<file path="config.mk">
export PLATFORM = sky130hd
export DESIGN_NAME = interp_coord_ctrl
export DESIGN_NICKNAME = d
export VERILOG_FILES = /design/src/rtl/interp_coord_ctrl.sv
export SDC_FILE = /design/constraint.sdc
export NUM_CORES = 1
export LEC_CHECK = 0
export ABC_AREA = 0
export CAP_MARGIN = 20
export CORE_ASPECT_RATIO = 1.5
export CORE_MARGIN = 2
export CORE_UTILIZATION = 52
export DETAILED_ROUTE_END_ITERATION = 10
export MAX_ROUTING_LAYER = met4
export PLACE_DENSITY = 0.8
export REMOVE_ABC_BUFFERS = 1
export SLEW_MARGIN = 25
export SYNTH_ARGS = -nofsm -noshare
export SYNTH_HDL_FRONTEND = slang
export SYNTH_SLANG_ARGS = --single-unit
</file>
<file path="constraint.sdc">
create_clock -name CLK -period 2.3 [get_ports CLK]
set_input_delay 0.23 -clock CLK [delete_from_list [all_inputs] [get_ports CLK]]
set_output_delay 0.23 -clock CLK [all_outputs]
set_load 0.1 [all_outputs]
</file>
<file path="src/rtl/interp_coord_ctrl.sv">
// Row-major coordinate scan controller: writes X/Y coordinate registers, then holds VALID until READY.
// Build option COORD_SAT_EN: coordinate additions saturate to [-128,127] and clamps set a sticky OVF.
module interp_coord_ctrl #(
    parameter int N_COLS = 8,
    parameter int N_ROWS = 8
) (
    input  logic       CLK,
    input  logic       RST_SYNC_N,
    input  logic       START,
    input  logic       ABORT,
    input  logic [7:0] X0,
    input  logic [7:0] Y0,
    input  logic [7:0] STEP_X,
    input  logic [7:0] STEP_Y,
    input  logic       READY,
    output logic       X_WE,
    output logic       Y_WE,
    output logic [7:0] X_DATA,
    output logic [7:0] Y_DATA,
    output logic       VALID,
    output logic       BUSY,
    output logic       DONE,
    output logic       OVF
);

    localparam int COL_W = (N_COLS > 1) ? $clog2(N_COLS) : 1;
    localparam int ROW_W = (N_ROWS > 1) ? $clog2(N_ROWS) : 1;
    localparam logic [COL_W-1:0] COL_LAST = COL_W'(N_COLS - 1);
    localparam logic [ROW_W-1:0] ROW_LAST = ROW_W'(N_ROWS - 1);

    typedef enum logic [1:0] {IDLE, LOAD, PRESENT, FIN} state_t;

    // Result is {clamped, sum}; operands are two's-complement coordinates.
`ifdef COORD_SAT_EN
    function automatic logic [8:0] add_coord(input logic [7:0] a, input logic [7:0] b);
        logic [8:0] s;
        s = {a[7], a} + {b[7], b};
        if (s[8] != s[7]) return {1'b1, (s[8] ? 8'h80 : 8'h7F)};
        return {1'b0, s[7:0]};
    endfunction
`else
    function automatic logic [8:0] add_coord(input logic [7:0] a, input logic [7:0] b);
        return {1'b0, a + b};
    endfunction
`endif

    state_t           state_q;
    logic [COL_W-1:0] col_q;
    logic [ROW_W-1:0] row_q;
    logic [7:0]       x0_q, step_x_q, step_y_q;
    logic [7:0]       x_data_q, y_data_q;
    logic             x_we_q, y_we_q, valid_q, busy_q, done_q, ovf_q;
    logic [8:0]       x_sum_d, y_sum_d;

    always_comb begin
        x_sum_d = add_coord(x_data_q, step_x_q);
        y_sum_d = add_coord(y_data_q, step_y_q);
    end

    // NOTE: all state here is sequential, so only non-blocking assignments; mixing in blocking ones creates simulation/synthesis ordering mismatches.
    always_ff @(posedge CLK) begin
        if (!RST_SYNC_N) begin
            state_q  <= IDLE;
            col_q    <= '0;
            row_q    <= '0;
            x0_q     <= '0;
            step_x_q <= '0;
            step_y_q <= '0;
            x_data_q <= '0;
            y_data_q <= '0;
            x_we_q   <= 1'b0;
            y_we_q   <= 1'b0;
            valid_q  <= 1'b0;
            busy_q   <= 1'b0;
            done_q   <= 1'b0;
            ovf_q    <= 1'b0;
        end else begin
            // NOTE: pulse outputs default low each cycle so every path below only has to raise them.
            x_we_q <= 1'b0;
            y_we_q <= 1'b0;
            done_q <= 1'b0;
            unique case (state_q)
                IDLE: begin
                    if (START && !ABORT) begin
                        state_q  <= LOAD;
                        x0_q     <= X0;
                        step_x_q <= STEP_X;
                        step_y_q <= STEP_Y;
                        x_data_q <= X0;
                        y_data_q <= Y0;
                        x_we_q   <= 1'b1;
                        y_we_q   <= 1'b1;
                        busy_q   <= 1'b1;
                        col_q    <= '0;
                        row_q    <= '0;
                        ovf_q    <= 1'b0;
                    end
                end
                LOAD: begin
                    if (ABORT) begin
                        state_q <= IDLE;
                        busy_q  <= 1'b0;
                    end else begin
                        state_q <= PRESENT;
                        valid_q <= 1'b1;
                    end
                end
                PRESENT: begin
                    if (ABORT) begin
                        state_q <= IDLE;
                        valid_q <= 1'b0;
                        busy_q  <= 1'b0;
                    end else if (READY) begin
                        valid_q <= 1'b0;
                        if (col_q != COL_LAST) begin
                            state_q  <= LOAD;
                            col_q    <= col_q + 1'b1;
                            x_data_q <= x_sum_d[7:0];
                            x_we_q   <= 1'b1;
                            ovf_q    <= ovf_q | x_sum_d[8];
                        end else if (row_q != ROW_LAST) begin
                            // Row wrap: X returns to the latched origin, Y advances.
                            state_q  <= LOAD;
                            col_q    <= '0;
                            row_q    <= row_q + 1'b1;
                            x_data_q <= x0_q;
                            y_data_q <= y_sum_d[7:0];
                            x_we_q   <= 1'b1;
                            y_we_q   <= 1'b1;
                            ovf_q    <= ovf_q | y_sum_d[8];
                        end else begin
                            state_q <= FIN;
                            done_q  <= 1'b1;
                        end
                    end
                end
                FIN: begin
                    state_q <= IDLE;
                    busy_q  <= 1'b0;
                end
                default: begin
                    state_q <= IDLE;
                    valid_q <= 1'b0;
                    busy_q  <= 1'b0;
                end
            endcase
        end
    end

    assign X_WE   = x_we_q;
    assign Y_WE   = y_we_q;
    assign X_DATA = x_data_q;
    assign Y_DATA = y_data_q;
    assign VALID  = valid_q;
    assign BUSY   = busy_q;
    assign DONE   = done_q;
    assign OVF    = ovf_q;

endmodule

</file>
### Word level (Yosys, flattened, before mapping)

Cells that the tools add are included.

* add/subtract/negate cells: 4
* reduce and logical (&&, ||, !) cells: 13
* bitwise logic cells: 3
* equal/unequal tests: 14
* muxes and demuxes: 48

Operator list (number)
* 8-bit two-way mux: 10
* 8-bit one-hot mux with 2 select lines: 2
* 3-bit two-way mux: 9
* 8-bit adder: 2
* 1-bit two-way mux: 14
* 2-bit two-way mux: 6
* 2-bit inequality test, second input constant: 6
* 3-bit inequality test, second input constant: 4
* 3-bit one-hot mux with 2 select lines: 2
* 2-bit one-hot mux with 4 select lines: 1
* 3-bit by 1-bit adder with 3-bit output, second input constant: 2
* 1-bit one-hot mux with 2 select lines: 3
* 2-bit AND reduction: 3
* 6-bit AND reduction: 1
* 5-bit AND reduction: 1
* 5-bit OR reduction: 1
* 2-bit equality test, second input constant: 2
* 2-bit nonzero test: 2
* 1-bit NOT: 3
* 1-bit one-hot mux with 3 select lines: 1
* 3-bit AND reduction: 1
* 2-bit by 1-bit equality test with 1-bit output, second input constant: 1
* 2-bit logical NOT: 1
* 2-bit by 1-bit inequality test with 1-bit output, second input constant: 1
* 3 further kinds: 3

* word-level logic and storage cells: 95
* input port bits: 37
* register bits after elaboration: 53
* output and inout port bits: 22

### Depth between registers and ports, before layout

Gate-level depths: netlist of run 1.

* depth in word-level cells: 6
* depth in mapped cells: 9
* depth with buffers taken out: 8

### Worst setup path after synthesis of run 1

OpenSTA, ideal clock, no wires.

* path kind: register -> register
* start point: reg y_data_q[2], in the netlist Y_DATA[2]
* end point: reg y_data_q[6], in the netlist Y_DATA[6]
* path slack: -0.187 ns
* required time: 2.175 ns
* cell stages (with the launch flop): 7
* setup time: 0.125 ns
* arrival: 2.361 ns
* buffers on the path: 0
* clock period less this slack: 2.487 ns
* path through: dfxtp_1 ha_1 nor2b_1 o31a_1 or4_1 a21oi_1 o32ai_1

* word-level cells in the longest chain between the ends: 6

RTL lines
* start: declaration: line 51 `logic [7:0] x_data_q, y_data_q;`
* start signal: assignment: line 127 `y_data_q <= y_sum_d[7:0];`
* 8-bit adder: line 43 `return {1'b0, a + b};`
* 8-bit two-way mux: line 121 `end else if (row_q != ROW_LAST) begin`
* 8-bit two-way mux: line 115 `if (col_q != COL_LAST) begin`
* 8-bit two-way mux: line 113 `end else if (READY) begin`
* 8-bit two-way mux: line 109 `if (ABORT) begin`
* 8-bit one-hot mux with 2 select lines: line 82 `unique case (state_q)`

No other way between the ends. The select of a mux whose other input is x is not followed.
A chain may end at the register's enable or synchronous reset.

### Final worst setup path of run 1

* start point: reg x_data_q[0], in the netlist X_DATA[0]
* end point: reg x_data_q[4], in the netlist X_DATA[4]

* word-level cells in the longest chain between the ends: 5

RTL lines
* start: declaration: line 51
* start signal: assignment: line 118 `x_data_q <= x_sum_d[7:0];`
* start signal: assignment: line 126 `x_data_q <= x0_q;`
* 8-bit adder: line 43
* 8-bit two-way mux: line 115
* 8-bit two-way mux: line 113
* 8-bit two-way mux: line 109
* 8-bit one-hot mux with 2 select lines: line 82

No other way between the ends. The select of a mux whose other input is x is not followed.

==> impl_results.md, run 1 <==
- RD Place Congestion: 0.8853
- Largest net degree at the start of global routing: 26
- RR Startpoint: X_DATA[0]$_SDFFE_PN0P_
- Hold slack: 459.5 ps
- Most common cell after layout, fill and taps aside: nand2_1
- Port bufs: 57
- Initial antenna violation count: 0
- DP Wirelength: 5.153 mm
- Via density: 5.564
- Layout net count: 490
- Top area cells in the synthesized netlist: dfxtp_1 36%, ha_1 10%, a21oi_1 9.5%, nand2_1 9.1%, mux2i_1 3.0%
- Post-CTS sizing: 0
- CP arrival: 2220 ps
- Hold buffers post-CTS: 0
- Tightest Pin Transition: 952.3 ps
- VDD IR max: 0.4189 mV
- Crit path max fanout: 3
- Final WL: 6.913 mm
- EDFF count, synth: 0
- Core area: 5492 µm²
- Async set-reset flop share out of synthesis: 0%
- Slew HR: 36.51%
- N_diodes: 0
- Synth warn: 0
- Vias in the first global route: 2,716
- Netlist cell types: 45
- Power Total: 2.139 mW
- Setup bufs post-CTS: 0
- DRT antenna net count: 0
- Clk sink count: 53
- DRC Markers: 0
- Die Area: 6312 µm²
- Synth Register Bits: 53
- Status: completed
- Global Route Usage Sum: 24.67%
- Mean Syn Cell Area: 7.962 µm²
- Clock latency on the worst-skew pair: 300 ps
- DR iter-0 viols: 99
- Max Buffers Root-to-Sink: 2
- Crit path from: X_DATA[0]$_SDFFE_PN0P_
- Syn-to-layout area delta: 24.18%
- Clock slew at reported path FFs: 90 ps
- DR pass1 iterations: 4
- Share of cells above drive strength 1: 10.98%
- Setup crit end kind: flip-flop
- Pwr/cell area: 583.0 nW/µm²
- Final Util: 66.80%
- Slew Viols, Final: 0
- Synth top area share: 35.92%
- Via count: 2,771
- Prevailing post-synth register cell: dfxtp_1
- H-tree Lvls: 2
- Num CTS Buffers: 5
- First-pass GRT wire length: 11.99 mm
- Largest area contributor in the netlist: dfxtp_1
- Cells after synthesis: 371
- Max Cap Viol: 0
- Post-Route Skew: 7.534 ps
- Final Hold Vio Count: 0
- Place WS: 278.2 ps
- Starting Density: 53.79%
- Height of the die: 96.31 µm
- CP Launch Type: flip-flop
- Most frequent cells in the layout: 72 x nand2_1, 56 x a21oi_1, 53 x dfxtp_1
- Post-layout min period: 2008 ps
- Worst Hold Class: flip-flop to flip-flop
- Post-synthesis sequential area ratio: 35.92%
- WL/cell: 13.88 µm
- Crit share post-route: 87.30%
- Hold Crit Start: x0_q[1]$_SDFFE_PN0P_
- Die Width: 65.54 µm
- # IOs: 59
- Crit Path Category: flip-flop to flip-flop
- Lkg Pwr: 1.460 nW
- Critical Path RT: 2510 ps
- Root Buffer: clkbuf_8
- Synth Cell Area: 2954 µm²
- Setup Viol. Count Final: 0
- RSZ-0062 raised after global routing: no
- GRT overflow: 0
- Final WS setup: 292.0 ps
- Row Count: 33
- CTS tree: yes
- F_max: 498.0 MHz
==> registers in the layout, indices dropped and copies added, names as in the netlist, 2 cells and up <==
name,flops
step_y_q,8
X_DATA,8
step_x_q,8
x0_q,8
Y_DATA,8
col_q,3
state_q,2
row_q,3
==> critical path: stages, from the launching register on <==
cell and delay, ps:
dfxtp_1 390, ha_1 200, inv_1 60, fa_1 370, nor2b_1 220, o21ai_0 110, a211oi_1 230, o221ai_1 150
a21oi_1 200
==> cell type report <==
class                      instances  area, µm²
tap                               70      87.58
timing repair buffer              71      635.6
clock buffer                       6      72.57
inverter                          13      48.80
multi-input combinational        283       1753
fill                             495       1823
sequential                        53       1061
clock inverter                     2      10.01
==> metal layers <==
metal | vias to the layer above | track usage [%] | routed length (µm)
met5 | - | - | 0
met4 | 0 | 8.681 | 148
met3 | 17 | 3.158 | 229
met2 | 61 | 45.49 | 3653
met1 | 1275 | 26.95 | 2881
li1 | 1418 | - | -
==> Yosys cell counts (all sizes together) (2+ instances only) <==
master and instances:
nand2 72, a21oi 56, dfxtp 53, ha 24
nor2 22, clkbuf 12, inv 12, a211oi 11
buf 10, mux2i 9, o21ai 9, nand3 8
nor3 8, o211ai 8, nor2b 5, a21o 4
nand2b 4, o21a 4, o31a 4, nand3b 3
nor4 3, o32ai 3, a22oi 2, a31oi 2
and3 2, fa 2, o221ai 2, or3 2
xor2 2
==> cell families after synthesis <==
family / after synthesis / share of synthesized area [%]
xor+xnor: 3 / 0.8896
mux: 10 / 3.431
simple gates: 134 / 20.29
buf+inv: 35 / 4.913
compound gates: 109 / 22.91
other cells: 1 / 0.1269
fa+ha+maj: 26 / 11.52
flops: 53 / 35.92
==> power breakdown <==
group | internal [mW] | switching [mW] | leakage (nW) | total, mW
registers | 0.970 | 0.0377 | 0.432 | 1.01
logic | 0.214 | 0.410 | 0.983 | 0.625
clock network | 0.212 | 0.294 | 0.0450 | 0.506
==> path summary, 6_finish.rpt <==
check | endpoint | slack [ps] | depth (start not counted)
min reg2reg | x0_q[1]$_SDFFE_PN0P_ | 460 | 2
max reg2reg | X_DATA[4]$_SDFFE_PN0P_ | 290 | 8
max | X_DATA[4]$_SDFFE_PN0P_ | 290 | 8
min | x0_q[1]$_SDFFE_PN0P_ | 460 | 2
==> stage by stage <==
stage / TNS (ps) / area (µm²) / cells
floorplan: -8558 / 2858 / 349
global route: 0 / 3669 / 498
CTS: 0 / 3669 / 498
global placement: 0 / 3586 / 490
finish: 0 / 3669 / 498
detailed placement: 0 / 3586 / 490
Power figures use the tool's default switching activity.
==> run 2: changes to the inputs <==
--- a/config.mk
+++ b/config.mk
@@ -9,10 +9,10 @@
 export CAP_MARGIN = 20
 export CORE_ASPECT_RATIO = 1.5
 export CORE_MARGIN = 2
-export CORE_UTILIZATION = 52
+export CORE_UTILIZATION = 56
 export DETAILED_ROUTE_END_ITERATION = 10
 export MAX_ROUTING_LAYER = met4
-export PLACE_DENSITY = 0.8
+export PLACE_DENSITY = 0.86
 export REMOVE_ABC_BUFFERS = 1
 export SLEW_MARGIN = 25
 export SYNTH_ARGS = -nofsm -noshare
==> constraint.sdc (replaced) <==
create_clock -name CLK -period 2.33 [get_ports CLK]
set_input_delay 0.233 -clock CLK [delete_from_list [all_inputs] [get_ports CLK]]
set_output_delay 0.233 -clock CLK [all_outputs]
set_load 0.1 [all_outputs]
==> run 2 against run 1 <==
  * Design area down 0.41%
  * Routed wire length increased by 2.1%
  * Sequential cell count unchanged
  * Maximum frequency is 5.1% lower
  * Clock power fell by 2%
  * Largest cell class unchanged
  * Largest power group unchanged
==> impl_results.md, run 2 (synthesis gave the netlist of run 1 again) <==
- Largest net degree at the start of global routing: 26 (unchanged)
- RSZ-0062 raised after global routing: no (unchanged)
- F_max: 472.6 MHz (was 498.0 MHz)
- Status: completed (unchanged)
- Max Buffers Root-to-Sink: 2 (unchanged)
- Die Area: 5884 µm² (was 6312 µm²)
- Power share of the clock group: 23.5% (was 23.7%)
- Core area: 5125 µm² (was 5492 µm²)
- Placed insts: 488 (was 490)
- Flop pwr share: 47.3% (was 47.1%)
- Combinational share of power: 29.2% (about the same)
- Starting Density: 57.64% (was 53.79%)
- Share of cells above drive strength 1: 10.98% (unchanged)
- Crit Path Category: flip-flop to flip-flop (unchanged)
- Cell Chain, Critical Path: ha_1 > ha_1 > a21bo_2 > a211oi_2 > o211ai_1 > a21o_1 > nor3_1 (was ha_1 > inv_1 > fa_1 > nor2b_1 > o21ai_0 > a211oi_1 > o221ai_1 > a21oi_1)
- Global Route Usage Sum: 26.08% (was 24.67%)
- Height of the die: 92.96 µm (was 96.31 µm)
- Num CTS Buffers: 5 (unchanged)
- Crit path max fanout: 7 (was 3)
- DR pass1 iterations: 4 (unchanged)
- Slew HR: 64.27% (was 36.51%)
- DRT antenna net count: 0 (unchanged)
- Psw: 729.1 µW (was 742.3 µW)
- Port bufs: 57 (unchanged)
- DR iter-0 viols: 169 (was 99)
- CTS tree: yes (unchanged)
- H-tree Lvls: 2 (unchanged)
- Final WS setup: 213.9 ps (was 292.0 ps)
- VDD IR max: 0.4234 mV (was 0.4189 mV)
- Setup bufs post-CTS: 0 (unchanged)
- Post-layout min period: 2116 ps (was 2008 ps)
- Worst r2r path cells: 7 (was 8)
- Clk sink count: 53 (unchanged)
- Setup crit end kind: flip-flop (unchanged)
- Switching share of power: 34.63% (was 34.71%)
- Hold slack: 460.3 ps (was 459.5 ps)
- Setup Viol. Count Final: 0 (unchanged)
- Hold Crit Start: step_x_q[4]$_SDFFE_PN0P_ (was x0_q[1]$_SDFFE_PN0P_)
- Final WL: 7.055 mm (was 6.913 mm)
- GRT overflow: 0 (unchanged)
- Slowest stage delay, CP: 500 ps (was 390 ps)
- Lkg Pwr: 1.456 nW (was 1.460 nW)
- Root Buffer: clkbuf_8 (unchanged)
- Max Cap Viol: 0 (unchanged)
- Slew Viols, Final: 0 (unchanged)
- # IOs: 59 (unchanged)
- Initial antenna violation count: 0 (unchanged)
- Final Hold Vio Count: 0 (unchanged)
- RD Place Congestion: 0.8861 (was 0.8853)
- Crit path from: row_q[0]$_SDFFE_PN0P_ (was X_DATA[0]$_SDFFE_PN0P_)
- Syn-to-layout area delta: 23.68% (was 24.18%)
- Die Width: 63.30 µm (was 65.54 µm)
- Tightest Pin Transition: 535.0 ps (was 952.3 ps)
- Vias in the first global route: 2,886 (was 2,716)
- DP Wirelength: 5.221 mm (was 5.153 mm)
- Critical Path RT: 2560 ps (was 2510 ps)
- Post-Route Skew: 6.980 ps (was 7.534 ps)
- Finished Layout Cells: 496 (was 498)
- Layout net count: 490 (unchanged)
- Crit share post-route: 90.82% (was 87.30%)
- Via density: 5.702 (was 5.564)
- N_diodes: 0 (unchanged)
- Worst Hold Class: flip-flop to flip-flop (unchanged)
- Place WS: 128.2 ps (was 278.2 ps)
- RR Startpoint: row_q[0]$_SDFFE_PN0P_ (was X_DATA[0]$_SDFFE_PN0P_)
- CP Launch Type: flip-flop (unchanged)
- Crit-path slowest cell: a211oi_2 (was dfxtp_1)
- Post-CTS sizing: 0 (unchanged)
- CP arrival: 2350 ps (was 2220 ps)
- First-pass GRT wire length: 12.18 mm (was 11.99 mm)
- Hold buffers post-CTS: 0 (unchanged)
- Row Count: 32 (was 33)
- Most common cell after layout, fill and taps aside: nand2_1 (unchanged)
- Pwr/cell area: 576.2 nW/µm² (was 583.0 nW/µm²)
- Clock slew at reported path FFs: 90 ps (about the same)
- Via count: 2,828 (was 2,771)
- Internal power: 1.376 mW (was 1.396 mW)
- WL/cell: 14.22 µm (was 13.88 µm)
- Worst Hold Depth: 2 (unchanged)
- Most frequent cells in the layout: 72 x nand2_1, 56 x a21oi_1, 53 x dfxtp_1 (unchanged)
- Crit-path most repeated cell: ha_1
- Clock latency on the worst-skew pair: 300 ps (about the same)
- DRC Markers: 0 (unchanged)
run 2: power by group through the flow:
stage	clock [mW]	combinational (mW)	sequential (mW)
after floorplan	0	0.233	1.20
after global placement	0	0.600	1.01
after detailed placement	0	0.613	1.02
after CTS	0.508	0.616	0.995
after global routing	0.535	0.665	1.00
final	0.495	0.615	0.995
run 2: per-stage QoR:
stage	setup TNS, ps	instance area (µm²)	total power, mW	util, %
after global routing	0	3654	2.203	71.29
final	0	3654	2.105	71.29
after CTS	0	3654	2.119	71.29
after global placement	0	3571	1.614	69.68
after floorplan	-7928	2858	1.435	-
after detailed placement	0	3571	1.628	69.68
run 2: critical path: cells and delay by family, from the launching register on:
family                     cells  cell delay [ps]
AOI/OAI and AO/OA              4             1120
adders and majority gates      2              430
DFF                            1              330
and+or+nand+nor                1              160
run 2: worst paths after layout:
check,slack [ps],endpoint
worst max-delay path,210,X_DATA[6]$_SDFFE_PN0P_
worst min-delay path,460,step_x_q[4]$_SDFFE_PN0P_
worst max register to register,210,X_DATA[6]$_SDFFE_PN0P_
worst min register to register,460,step_x_q[4]$_SDFFE_PN0P_
run 2: area by class of cell:
cell class                 count  area [µm²]
multi-input combinational    283        1753
tap                           68       85.08
sequential                    53        1061
inverter                      13       48.80
fill                         449        1471
clock buffer                   6       72.57
timing repair buffer          71       623.1
clock inverter                 2       10.01
run 2: per-layer routing:
layer / vias to the layer above / GRT usage, % / share of wire (%)
met5: - / - / 0
met4: 0 / 9.601 / 1.4
met3: 11 / 3.038 / 2.5
met2: 53 / 50.18 / 55
met1: 1346 / 26.74 / 41
li1: 1418 / - / -
==> run 3: changes to the inputs <==
--- a/config.mk
+++ b/config.mk
@@ -11,7 +11,6 @@
 export CORE_MARGIN = 2
 export CORE_UTILIZATION = 56
 export DETAILED_ROUTE_END_ITERATION = 10
-export MAX_ROUTING_LAYER = met4
 export PLACE_DENSITY = 0.86
 export REMOVE_ABC_BUFFERS = 1
 export SLEW_MARGIN = 25
==> run 3 against run 2 <==
  * Utilization unchanged
  * Cell count unchanged
  * Largest cell class unchanged
  * Setup slack got worse by 3.4 ps
  * Critical endpoint unchanged
==> impl_results.md, run 3 (synthesis gave the netlist of run 1 again) <==
- Status: completed (unchanged)
- Worst Hold Class: flip-flop to flip-flop (unchanged)
- DR iter-0 viols: 149 (was 169)
- Share of cells above drive strength 1: 10.98% (unchanged)
- WL/cell: 14.14 µm (was 14.22 µm)
- H-tree Lvls: 2 (unchanged)
- Finished Layout Cells: 496 (unchanged)
- VDD IR max: 0.4230 mV (was 0.4234 mV)
- Max Buffers Root-to-Sink: 2 (unchanged)
- CP arrival: 2350 ps (about the same)
- Die Area: 5884 µm² (unchanged)
- Max Cap Viol: 0 (unchanged)
- First-pass GRT wire length: 12.20 mm (was 12.18 mm)
- N_diodes: 0 (unchanged)
- Hold buffers post-CTS: 0 (unchanged)
- Final Hold Vio Count: 0 (unchanged)
- Root Buffer: clkbuf_8 (unchanged)
- Met2 usage: 50.09% (was 50.18%)
- Lkg Pwr: 1.456 nW (unchanged)
- Initial antenna violation count: 0 (unchanged)
- Via density: 5.724 (was 5.702)
- Clock latency on the worst-skew pair: 310 ps (was 300 ps)
- CP Launch Type: flip-flop (unchanged)
- Die Width: 63.30 µm (unchanged)
- GRT overflow: 0 (unchanged)
- Num CTS Buffers: 5 (unchanged)
- Vias in the first global route: 2,886 (unchanged)
- Setup crit end kind: flip-flop (unchanged)
- Global Route Usage Sum: 25.41% (was 26.08%)
- Core area: 5125 µm² (unchanged)
- Post-CTS sizing: 0 (unchanged)
- RD Place Congestion: 0.8718 (was 0.8861)
- Starting Density: 57.64% (unchanged)
- Syn-to-layout area delta: 23.68% (unchanged)
- Grt met3 use: 3.038% (unchanged)
- RSZ-0062 raised after global routing: no (unchanged)
- Crit path max fanout: 7 (unchanged)
- Slew Viols, Final: 0 (unchanged)
- Row Count: 32 (unchanged)
- DP Wirelength: 5.221 mm (unchanged)
- Critical Path RT: 2560 ps (about the same)
- DRT antenna net count: 0 (unchanged)
- Most common cell after layout, fill and taps aside: nand2_1 (unchanged)
- Most frequent cells in the layout: 72 x nand2_1, 56 x a21oi_1, 53 x dfxtp_1 (unchanged)
- Port bufs: 57 (unchanged)
- DRC Markers: 0 (unchanged)
- Largest net degree at the start of global routing: 26 (unchanged)
- Slew HR: 64.25% (was 64.27%)
- CTS tree: yes (unchanged)
- Layout net count: 490 (unchanged)
- F_max: 471.8 MHz (was 472.6 MHz)
- Tightest Pin Transition: 535.2 ps (was 535.0 ps)
- Setup Viol. Count Final: 0 (unchanged)
- Via count: 2,839 (was 2,828)
- DR pass1 iterations: 4 (unchanged)
- Busiest layer in global routing: met2 (unchanged)
- Crit Path Category: flip-flop to flip-flop (unchanged)
- Clk sink count: 53 (unchanged)
- Clock slew at reported path FFs: 90 ps (about the same)
- Final WL: 7.015 mm (was 7.055 mm)
- # IOs: 59 (unchanged)
- Setup bufs post-CTS: 0 (unchanged)
- Post-Route Skew: 7.094 ps (was 6.980 ps)
- Crit share post-route: 90.97% (was 90.82%)
- Placed insts: 488 (unchanged)
- Met1 usage: 26.89% (was 26.74%)
- Pwr/cell area: 576.1 nW/µm² (was 576.2 nW/µm²)
- Post-layout min period: 2120 ps (was 2116 ps)
- Height of the die: 92.96 µm (unchanged)
- Final Util: 71.29% (unchanged)
run 3: cell counts in the layout (fill, tap and decap cells not counted):
Identical to the previous run, type by type.
run 3: path summary, 6_finish.rpt:
path	startpoint	endpoint	slack [ps]	cells after the start
worst min register to register	step_x_q[4]$_SDFFE_PN0P_	step_x_q[4]$_SDFFE_PN0P_	460	2
worst min-delay path	step_x_q[4]$_SDFFE_PN0P_	step_x_q[4]$_SDFFE_PN0P_	460	2
worst max-delay path	row_q[0]$_SDFFE_PN0P_	X_DATA[6]$_SDFFE_PN0P_	210	7
worst max register to register	row_q[0]$_SDFFE_PN0P_	X_DATA[6]$_SDFFE_PN0P_	210	7
run 3: area by class of cell:
type,count,area (µm²)
multi-input cells,283,1753
inverters,13,48.80
repair buffers,71,623.1
clock buffers,6,72.57
well taps,68,85.08
clock inverters,2,10.01
fillers,449,1471
flip-flops and latches,53,1061
run 3: power breakdown:
part           total (mW)  internal [mW]  switching (mW)
combinational       0.615          0.209           0.405
clock               0.495          0.209           0.286
sequential          0.995          0.958          0.0376
run 3: per-stage QoR:
stage	setup WS, ps	total power, mW	setup TNS (ps)	hold slack, ps	instance area [µm²]
3_5_place_dp	128.2	1.628	0	449.3	3571
6_report	210.5	2.105	0	460.3	3654
2_1_floorplan	-781.5	1.435	-7928	353.8	2858
4_1_cts	197.8	2.119	0	464.2	3654
3_3_place_gp	226.2	1.614	0	440.6	3571
5_1_grt	84.48	2.205	0	471.8	3654
run 3: worst max-delay path, stage by stage, from the launching register on:
cell and delay [ps]:
dfxtp_1 330, ha_1 210, ha_1 220, a21bo_2 250, a211oi_2 500, o211ai_1 170
a21o_1 200, nor3_1 160
run 3: per-layer routing:
layer  wire (µm)  vias to the layer above
met5           0                        -
met4         102                        0
met3         188                       11
met2        3902                       57
met1        2822                     1351
li1            -                     1420
